### config.mk
export PLATFORM = sky130hd
export DESIGN_NAME = fp_16_tree_encoder
export DESIGN_NICKNAME = d
export VERILOG_FILES = /design/src/rtl/halut_encoder_pkg.sv /design/src/rtl/fp_16_comparision.sv /design/src/rtl/fp_16_tree_encoder.sv
export SDC_FILE = /design/constraint.sdc
export NUM_CORES = 1
export LEC_CHECK = 0
export CAP_MARGIN = 20
export CORE_ASPECT_RATIO = 1.1
export CORE_MARGIN = 5
export CORE_UTILIZATION = 45
export DETAILED_ROUTE_END_ITERATION = 6
export PLACE_DENSITY = 0.7
export SETUP_SLACK_MARGIN = 0.4
export SYNTH_ARGS = -nofsm -noshare
export SYNTH_HDL_FRONTEND = slang
export SYNTH_HIERARCHICAL = 1
export SYNTH_SLANG_ARGS = --single-unit
### constraint.sdc
create_clock -name clk_i -period 5.58 [get_ports clk_i]
set_clock_uncertainty 0.15 [all_clocks]
set_input_delay 1.395 -clock clk_i [delete_from_list [all_inputs] [get_ports clk_i]]
set_output_delay 1.395 -clock clk_i [all_outputs]
set_load 0.005 [all_outputs]
### src/rtl/halut_encoder_pkg.sv
// Shared types and sizing for the HALUT decision-tree encoder.
//   TreeDepth : default number of tree levels (leaf index width)
//   FpWidth   : width of one FP16 feature / threshold word
//   NumNodes  : internal node count of the balanced tree (2**TreeDepth - 1)
//   fp16_t    : raw FP16 bit pattern
//   enc_state_e : encoder FSM states
package halut_encoder_pkg;

  localparam int unsigned TreeDepth = 4;
  localparam int unsigned FpWidth   = 16;
  localparam int unsigned NumNodes  = (1 << TreeDepth) - 1;

  typedef logic [FpWidth-1:0] fp16_t;

  typedef enum logic [1:0] {
    IDLE = 2'd0,
    WALK = 2'd1,
    DONE = 2'd2
  } enc_state_e;

endpackage

### src/rtl/fp_16_comparision.sv
// FP16 strict greater-than comparator (combinational).
//   operand_a     : FP16 left operand
//   operand_b     : FP16 right operand
//   comparision_o : 1 when operand_a > operand_b
// Pure sign-magnitude ordering: +0 > -0, NaN/Inf are ordered by their
// bit patterns like any other value.
module fp_16_comparision (
  input  logic [15:0] operand_a,
  input  logic [15:0] operand_b,
  output logic        comparision_o
);

  always_comb begin
    comparision_o = 1'b0;
    if (operand_a[15] != operand_b[15]) begin
      comparision_o = ~operand_a[15];
    end else if (!operand_a[15]) begin
      comparision_o = (operand_a[14:0] > operand_b[14:0]);
    end else begin
      // both negative: larger magnitude is the smaller value
      comparision_o = (operand_a[14:0] < operand_b[14:0]);
    end
  end

endmodule

### src/rtl/fp_16_tree_encoder.sv
// Decision-tree encoder: walks a balanced binary tree of depth TreeDepth,
// one level per cycle, using a single shared FP16 comparator, and emits
// the leaf (prototype) index.
//   clk_i, rst_ni        : clock, asynchronous active-low reset
//   in_valid_i/in_ready_o: feature vector handshake
//   in_feat_i            : TreeDepth FP16 features, slice l used at level l
//   out_valid_o/out_ready_i: leaf index handshake
//   out_idx_o            : leaf index (held while out_valid_o)
//   cfg_we_i/addr/data   : threshold register write port (IDLE only)
//   cfg_err_o            : one-cycle pulse after a rejected write
//   busy_o               : FSM not in IDLE
// Optional: define HALUT_ENC_TIE_RIGHT_EN to send exact ties right (a>=b).
module fp_16_tree_encoder #(
  parameter int unsigned TreeDepth = 4
) (
  input  logic                    clk_i,
  input  logic                    rst_ni,
  input  logic                    in_valid_i,
  output logic                    in_ready_o,
  input  logic [TreeDepth*16-1:0] in_feat_i,
  output logic                    out_valid_o,
  input  logic                    out_ready_i,
  output logic [TreeDepth-1:0]    out_idx_o,
  input  logic                    cfg_we_i,
  input  logic [TreeDepth-1:0]    cfg_addr_i,
  input  logic [15:0]             cfg_data_i,
  output logic                    cfg_err_o,
  output logic                    busy_o
);

  import halut_encoder_pkg::*;

  localparam int unsigned NodeCnt = (1 << TreeDepth) - 1;
  localparam int unsigned LevelW  = (TreeDepth > 1) ? $clog2(TreeDepth) : 1;

  enc_state_e            state_q, state_d;
  fp16_t                 feat_q [TreeDepth];
  fp16_t                 feat_d [TreeDepth];
  fp16_t                 thr_q  [NodeCnt];
  fp16_t                 thr_d  [NodeCnt];
  logic [TreeDepth:0]    node_q, node_d;
  logic [LevelW-1:0]     level_q, level_d;
  logic [TreeDepth-1:0]  idx_q, idx_d;
  logic                  cfg_err_q, cfg_err_d;

  fp16_t                 cmp_a, cmp_b;
  logic                  cmp_gt;
  logic                  dir;
  logic [TreeDepth:0]    node_nxt;
  logic                  addr_ok;

  // Outside WALK node_q is parked at 0, so this index is always in range.
  assign cmp_a = feat_q[level_q];
  assign cmp_b = thr_q[node_q[TreeDepth-1:0]];

  fp_16_comparision u_cmp (
    .operand_a    (cmp_a),
    .operand_b    (cmp_b),
    .comparision_o(cmp_gt)
  );

`ifdef HALUT_ENC_TIE_RIGHT_EN
  assign dir = cmp_gt | (cmp_a == cmp_b);
`else
  assign dir = cmp_gt;
`endif

  assign node_nxt = (node_q << 1) + (TreeDepth+1)'(1) + (TreeDepth+1)'(dir);

  // NodeCnt is all-ones in TreeDepth bits, so only the all-ones address is out of range.
  assign addr_ok = (cfg_addr_i != '1);

  always_comb begin
    state_d   = state_q;
    feat_d    = feat_q;
    thr_d     = thr_q;
    node_d    = node_q;
    level_d   = level_q;
    idx_d     = idx_q;
    cfg_err_d = 1'b0;

    in_ready_o  = 1'b0;
    out_valid_o = 1'b0;
    busy_o      = 1'b1;

    if (cfg_we_i) begin
      if ((state_q == IDLE) && addr_ok) begin
        thr_d[cfg_addr_i] = cfg_data_i;
      end else begin
        cfg_err_d = 1'b1;
      end
    end

    unique case (state_q)
      IDLE: begin
        in_ready_o = 1'b1;
        busy_o     = 1'b0;
        if (in_valid_i) begin
          for (int unsigned l = 0; l < TreeDepth; l++) begin
            feat_d[l] = in_feat_i[16*l +: 16];
          end
          node_d  = '0;
          level_d = '0;
          state_d = WALK;
        end
      end
      WALK: begin
        if (level_q == LevelW'(TreeDepth - 1)) begin
          // leaf = final node - NodeCnt, truncated to TreeDepth bits
          idx_d   = node_nxt[TreeDepth-1:0] - TreeDepth'(NodeCnt);
          node_d  = '0;
          level_d = '0;
          state_d = DONE;
        end else begin
          node_d  = node_nxt;
          level_d = level_q + LevelW'(1);
        end
      end
      DONE: begin
        out_valid_o = 1'b1;
        if (out_ready_i) begin
          state_d = IDLE;
        end
      end
      default: begin
        state_d = IDLE;
      end
    endcase
  end

  always_ff @(posedge clk_i or negedge rst_ni) begin
    if (!rst_ni) begin
      state_q   <= IDLE;
      node_q    <= '0;
      level_q   <= '0;
      idx_q     <= '0;
      cfg_err_q <= 1'b0;
      for (int unsigned l = 0; l < TreeDepth; l++) begin
        feat_q[l] <= '0;
      end
      for (int unsigned n = 0; n < NodeCnt; n++) begin
        thr_q[n] <= '0;
      end
    end else begin
      state_q   <= state_d;
      feat_q    <= feat_d;
      thr_q     <= thr_d;
      node_q    <= node_d;
      level_q   <= level_d;
      idx_q     <= idx_d;
      cfg_err_q <= cfg_err_d;
    end
  end

  assign out_idx_o = idx_q;
  assign cfg_err_o = cfg_err_q;

endmodule

======== Word-level counts from Yosys, hierarchy flattened ========
Index checks and enable logic that the tools add are counted.
word-level totals
  input port bits ......................... 89
  bits in registers ....................... 317
  output and inout bits ................... 8
  word-level logic and storage cells ...... 81
operators by class
  bitwise gates (word level) .............. 4
  mux-type cells .......................... 26
  magnitude comparators ................... 6
  add/subtract/negate cells ............... 4
  equality and inequality tests ........... 8
  reductions and logical operators ........ 9
operators with widths
  kind                                                      number
  bitwise mux 240 bit                                       1
  2-to-1 mux 16 bit                                         5
  binary-select mux 16 bit (select 4 bit)                   1
  demux 16 bit (select 4 bit)                               1
  binary-select mux 16 bit (select 2 bit)                   1
  > comparator 15 bit                                       1
  < comparator 15 bit                                       1
  greater-or-equal comparator 5 bit, second input constant  2
  2-to-1 mux 2 bit                                          5
  NOT 4 -> 5 bit                                            2
  2-to-1 mux 4 bit                                          2
  case mux 4 bit (2 select lines)                           1
  AND reduction 2 bit                                       4
  2-to-1 mux 1 bit                                          7
  != test 2 bit, second input constant                      3
  case mux 2 bit (3 select lines)                           1
  < comparator 5 x 1 -> 1 bit, second input constant        1
  adder 4 x 1 -> 4 bit                                      1
  adder 4 x 1 -> 4 bit, second input constant               1
  == test 2 bit, second input constant                      2
  != test 4 bit, second input constant                      1
  case mux 2 bit (2 select lines)                           1
  subtractor 4 bit, second input constant                   1
  greater-or-equal comparator 3 bit, second input constant  1
  other kinds (9)                                           10

======== Longest topological paths before layout ========
  depth after elaboration ................. 10
  mapped depth ............................ 17
  gate-level depth less buffers ........... 14

======== Hierarchy ========
The synthesis kept the hierarchy.
by module, submodules not included
  module              cells each  area each (um^2)  seq. area each (um^2)  times used
  fp_16_tree_encoder  946         14,582.7          7,932.6                1
  fp_16_comparision   54          407.9             0.0                    1

======== Worst setup path after synthesis ========
OpenSTA, ideal clock, no wires.
  path type ............................... register -> register
  start ................................... reg node_q[1]
  end ..................................... reg idx_q[3] (netlist: out_idx_o[3])
  path buffers ............................ 2
  period minus slack after synthesis ...... 4.109 ns
  data arrival time ....................... 3.817 ns
  cell stages (with the launch flop) ...... 17
  path slack .............................. 1.471 ns
  library setup time ...................... 0.142 ns
  required time ........................... 5.288 ns
  cells stage by stage .................... dfrtp_1 -> buf_2 -> buf_2 -> mux4_2 -> mux2_2 -> o221a_2 -> inv_1 -> ha_1 -> a211oi_2 -> o21ai_1 -> a221oi_2 -> nand3_1 -> o311ai_1 -> inv_1 -> ha_1 -> o311ai_0 -> o211ai_1
on the way
  cells in the longest elaborated chain, start to end .. 9
  elaborated cells on any way between the ends .. 12
  those cells by class .................... 3 x add/sub; 2 x order compare; 1 x eq/ne; 5 x mux; 1 x bitwise
RTL lines
  element                                                            line                                              text
  start: declaration                                                 fp_16_tree_encoder.sv:41                          logic [TreeDepth:0] node_q, node_d;
  start signal: assignment                                           fp_16_tree_encoder.sv:148                         node_q <= node_d;
  NOT 4 -> 5 bit (not written as such) *                             fp_16_tree_encoder.sv:54                          assign cmp_b = thr_q[node_q[TreeDepth-1:0]];
  binary-select mux 16 bit (select 4 bit) *                          fp_16_tree_encoder.sv:54
  2-to-1 mux 16 bit (not written as such) * (2 in series)            fp_16_tree_encoder.sv:54
  via cmp_b[10]                                                      fp_16_tree_encoder.sv:46                          fp16_t cmp_a, cmp_b;
  > comparator 15 bit / < comparator 15 bit (equally long branches)  fp_16_comparision.sv:18, fp_16_comparision.sv:21
  2-to-1 mux 1 bit *                                                 fp_16_comparision.sv:17                           end else if (!operand_a[15]) begin
  2-to-1 mux 1 bit *                                                 fp_16_comparision.sv:15                           if (operand_a[15] != operand_b[15]) begin
  via cmp_gt                                                         fp_16_tree_encoder.sv:47                          logic cmp_gt;
  adder 4 x 1 -> 4 bit *                                             fp_16_tree_encoder.sv:68                          assign node_nxt = (node_q << 1) + (TreeDepth+1)'(1) + (TreeDepth+1)'(dir);
  subtractor 4 bit *                                                 fp_16_tree_encoder.sv:110                         idx_d = node_nxt[TreeDepth-1:0] - TreeDepth'(NodeCnt);
  end signal: assignment                                             fp_16_tree_encoder.sv:150                         idx_q <= idx_d;
  end: declaration                                                   fp_16_tree_encoder.sv:43                          logic [TreeDepth-1:0] idx_q, idx_d;
Mark *: on every way through the listed nets, which the timed path passes. The rest lies on a longest branch. The select of a mux whose other input is x is not followed.
A chain may end at the register's enable or synchronous reset.

======== Worst setup path in the final report ========
Same ends and word-level chain as after synthesis.

==> results_dict.tcl <==
set metrics [dict create \
    synthArstFlopShare 1.00 \
    synth-warning-count 6 \
    fraction_of_final_layout_cells_with_drive_strength_greater_than_1 0.439 \
    io-pin-count 97 \
    antenna_found_initial 0 \
    worstPathArrival_ns 4.98 \
    dieHeight_um 201 \
    slowest_stage_cell_on_the_critical_path "sky130_fd_sc_hd__o311ai_1" \
    ant_nets 0 \
    core_area_um2 33100 \
    buffers_added_on_ports 96 \
    status "finished clean" \
    critPathBufInv 3 \
    final_hold_viol_count 0 \
    grt_pass1_wl_mm 55.3 \
    cts_tree "built" \
    post_layout_nonfiller_instances 1533 \
    critical_path.cell_chain "buf_12, mux4_2, mux2_2, o221a_2, inv_1, ha_1, nand3_2, nor2_1, a221oi_2, o311ai_1, inv_1, ha_1, o311ai_0, o211ai_1" \
    dp.final_hpwl_mm 21.9 \
    cts.htree.levels 2 \
    synth_area_per_cell_um2 15.0 \
    report.final.setup_viol 0 \
    power.ir.vdd_worst_mv 0.200 \
    place_ws_ns 0.884 \
    placedCellCount 1470 \
    placement_rows 70 \
    maxCapViolations 0 \
    worst-r2r-setup-slack_ns 0.83 \
    overall_routing_resource_usage 0.190 \
    post_detailed_route_via_to_cell_ratio 5.63 \
    worst-endpoint-required_ns 5.80 \
    number_of_enable_type_register_cells_in_the_synthesized_netlist 0 \
    num-fill-cells 2725 \
    fin_hold_ws_ns 0.351 \
    maxClockFrequency_mhz 210 \
    timing.final.crit_share 0.852 \
    syn2layout_area_growth_pct 16.7 \
    number_of_gates_given_a_new_drive_strength_after_cts 0 \
    die_area_um2 37100 \
    initial_core_util 0.453 \
    critPathLaunchType "flop" \
    latest_clock_arrival_within_the_worst_skew_pair_ns 0.51 \
    finalSetupTns_ns 0 \
    syn-instance-count 1000 \
    rsz0062_at_grt "false" \
    finalMaxSlewViolations 0 \
    ys.flop_type "sky130_fd_sc_hd__dfrtp_1" \
    critical_path.top_delay_family "compound AO/OA/AOI/OAI gates" \
    finalWeightedCongestion 0.776 \
    syn-num-nets 1107 \
    relSlewSlack 0.283 \
    detail_route.iter0.violations 492 \
    worstSetupPathType "reg2reg" \
    postCtsSetupBuffers 0 \
    critPathMaxFanout 22 \
    kind_of_end_point_of_the_critical_path "flop" \
    cts_inserted_buffers 35 \
    worst-slew-pin-transition_ns 1.06 \
    max_stage_delay_ns 0.88 \
    synthDistinctLibCells 56 \
    maximum_number_of_buffers_from_clock_root_to_sink 3 \
    grt_pass1_vias 9454 \
    ys_seq_area_frac 0.529 \
    via_count 8627 \
    clock-root-buffer "sky130_fd_sc_hd__clkbuf_16" \
    final_net_count 1183 \
    antennaDiodeCount 0 \
    clkSlewWorstSetupHoldPaths_ns 0.06 \
    grt_start_max_net_pins 111 \
    detail_route.wirelength_mm 34.8 \
    cts_hold_buf 0 \
    detail_route.wl_per_cell_um 22.7 \
    power.density_cell_area_nw_per_um2 562 \
    route.detailed.drc 0 \
    min_path_type "reg2reg" \
    fp.dieW_um 184 \
    fin_ws_ns 0.825 \
    finalWorstPathRequiredPeriod_ns 4.75 \
    drt_pass1_iterations 4 \
    yosys_register_bits 317 \
    syn-cell-area_um2 15000 \
    leakagePower_nw 7.78 \
    cts.sink_count 317 \
    globalRoute.totalOverflow 0 \
]
## report_power, final
part           internal [mW]  total (mW)  leakage (nW)  switching (mW)
Sequential              3.29        3.91          4.08           0.628
Combinational           2.06        3.58          3.13            1.51
Clock                   1.43        2.34         0.578           0.911
## worst paths after layout
kind / from / to / depth (start not counted)
setup / recovery: node_q[1] / out_idx_o[3] / 14
hold / removal: thr_q[5] / thr_q[5] / 1
setup reg to reg: node_q[1] / out_idx_o[3] / 14
hold reg to reg: thr_q[5] / thr_q[5] / 1
max in group asynchronous: rst_ni / thr_q[227] / 2
min in group asynchronous: rst_ni / feat_q[9] / 1
## cell usage in the layout, fill, tap and decap left out, drive strengths merged, types with 10 or more instances in the layout
master         count
mux2             320
dfrtp            317
clkdlybuf4s50     95
clkbuf            51
mux2i             48
mux4              48
nor2              31
buf               22
inv               18
ha                18
a21o              17
a22oi             16
o221a             16
nand2             12
o21ai             10
## state kept, by name (all words and copies together), names as in the netlist
| signal | count |
|---|---|
| feat_q | 64 |
| thr_q | 240 |
| node_q | 4 |
| cfg_err_o | 1 |
| state_q | 2 |
| out_idx_o | 4 |
| level_q | 2 |
## worst reg2reg max path, stage by stage, from the launching register on
cell,delay (ns)
sky130_fd_sc_hd__dfrtp_2,0.65
sky130_fd_sc_hd__buf_12,0.28
sky130_fd_sc_hd__mux4_2,0.53
sky130_fd_sc_hd__mux2_2,0.30
sky130_fd_sc_hd__o221a_2,0.27
sky130_fd_sc_hd__inv_1,0.06
sky130_fd_sc_hd__ha_1,0.15
sky130_fd_sc_hd__nand3_2,0.10
sky130_fd_sc_hd__nor2_1,0.15
sky130_fd_sc_hd__a221oi_2,0.10
sky130_fd_sc_hd__o311ai_1,0.88
sky130_fd_sc_hd__inv_1,0.15
sky130_fd_sc_hd__ha_1,0.38
sky130_fd_sc_hd__o311ai_0,0.32
sky130_fd_sc_hd__o211ai_1,0.14
## layer usage
metal,GRT usage,wire (µm),vias to the layer above
li1,-,-,3854
met1,0.264,15300,4569
met2,0.314,17400,151
met5,0,0,-
met3,0.0295,1250,53
met4,0.0520,843,0
## cell usage after synthesis (2+ instances only)
library cell,number,share of area
sky130_fd_sc_hd__dfrtp_1,317,0.53
sky130_fd_sc_hd__buf_6,2,0.0015
sky130_fd_sc_hd__xor2_1,2,0.0012
sky130_fd_sc_hd__a21o_1,17,0.0085
sky130_fd_sc_hd__a22oi_1,16,0.0080
sky130_fd_sc_hd__nand4b_2,2,0.0020
sky130_fd_sc_hd__mux2_4,10,0.010
sky130_fd_sc_hd__a21oi_1,4,0.0013
sky130_fd_sc_hd__o21ai_0,9,0.0030
sky130_fd_sc_hd__buf_2,28,0.0093
sky130_fd_sc_hd__nor2_4,9,0.0068
sky130_fd_sc_hd__mux2_2,308,0.23
sky130_fd_sc_hd__nand3b_4,2,0.0027
sky130_fd_sc_hd__clkbuf_1,31,0.0078
sky130_fd_sc_hd__buf_1,6,0.0015
sky130_fd_sc_hd__nand3b_1,3,0.0015
sky130_fd_sc_hd__or4b_1,2,0.0013
sky130_fd_sc_hd__xnor2_1,2,0.0012
sky130_fd_sc_hd__nand3_1,4,0.0013
sky130_fd_sc_hd__ha_1,18,0.015
sky130_fd_sc_hd__nor2_1,22,0.0055
sky130_fd_sc_hd__mux4_2,48,0.072
sky130_fd_sc_hd__inv_1,18,0.0045
sky130_fd_sc_hd__mux2_1,2,0.0015
sky130_fd_sc_hd__nand4_1,2,0.00083
sky130_fd_sc_hd__mux2i_1,48,0.032
sky130_fd_sc_hd__or4_1,3,0.0015
sky130_fd_sc_hd__o221a_2,16,0.012
sky130_fd_sc_hd__nand2_1,12,0.0030
sky130_fd_sc_hd__buf_4,10,0.0050
sky130_fd_sc_hd__o31ai_1,2,0.0010
## cells by family after synthesis
family                     synth area share
AOI/OAI and AO/OA                    0.0411
xor gates and xnor gates            0.00234
adders and majority gates            0.0150
buffers and inverters                0.0306
DFF                                   0.529
muxes                                 0.347
and+or+nand+nor                      0.0347
## metrics by stage
step	utilization	instance area [µm²]	power [mW]
after floorplan	-	15000	6.48
after global placement	0.493	16300	7.42
after detailed placement	0.493	16300	7.54
after CTS	0.528	17500	9.92
after global routing	0.529	17500	10.4
final	0.529	17500	9.83
## area by class of cell
type / instances / area [µm²] / share of cell area
tap: 432 / 541 / 0.0309
multi-input combinational: 587 / 6600 / 0.377
clock inverter: 11 / 133 / 0.00758
sequential: 317 / 7940 / 0.454
inverter: 18 / 67.6 / 0.00386
clock buffer: 51 / 1040 / 0.0593
timing repair buffer: 117 / 1180 / 0.0675
Power figures use the tool's default switching activity.
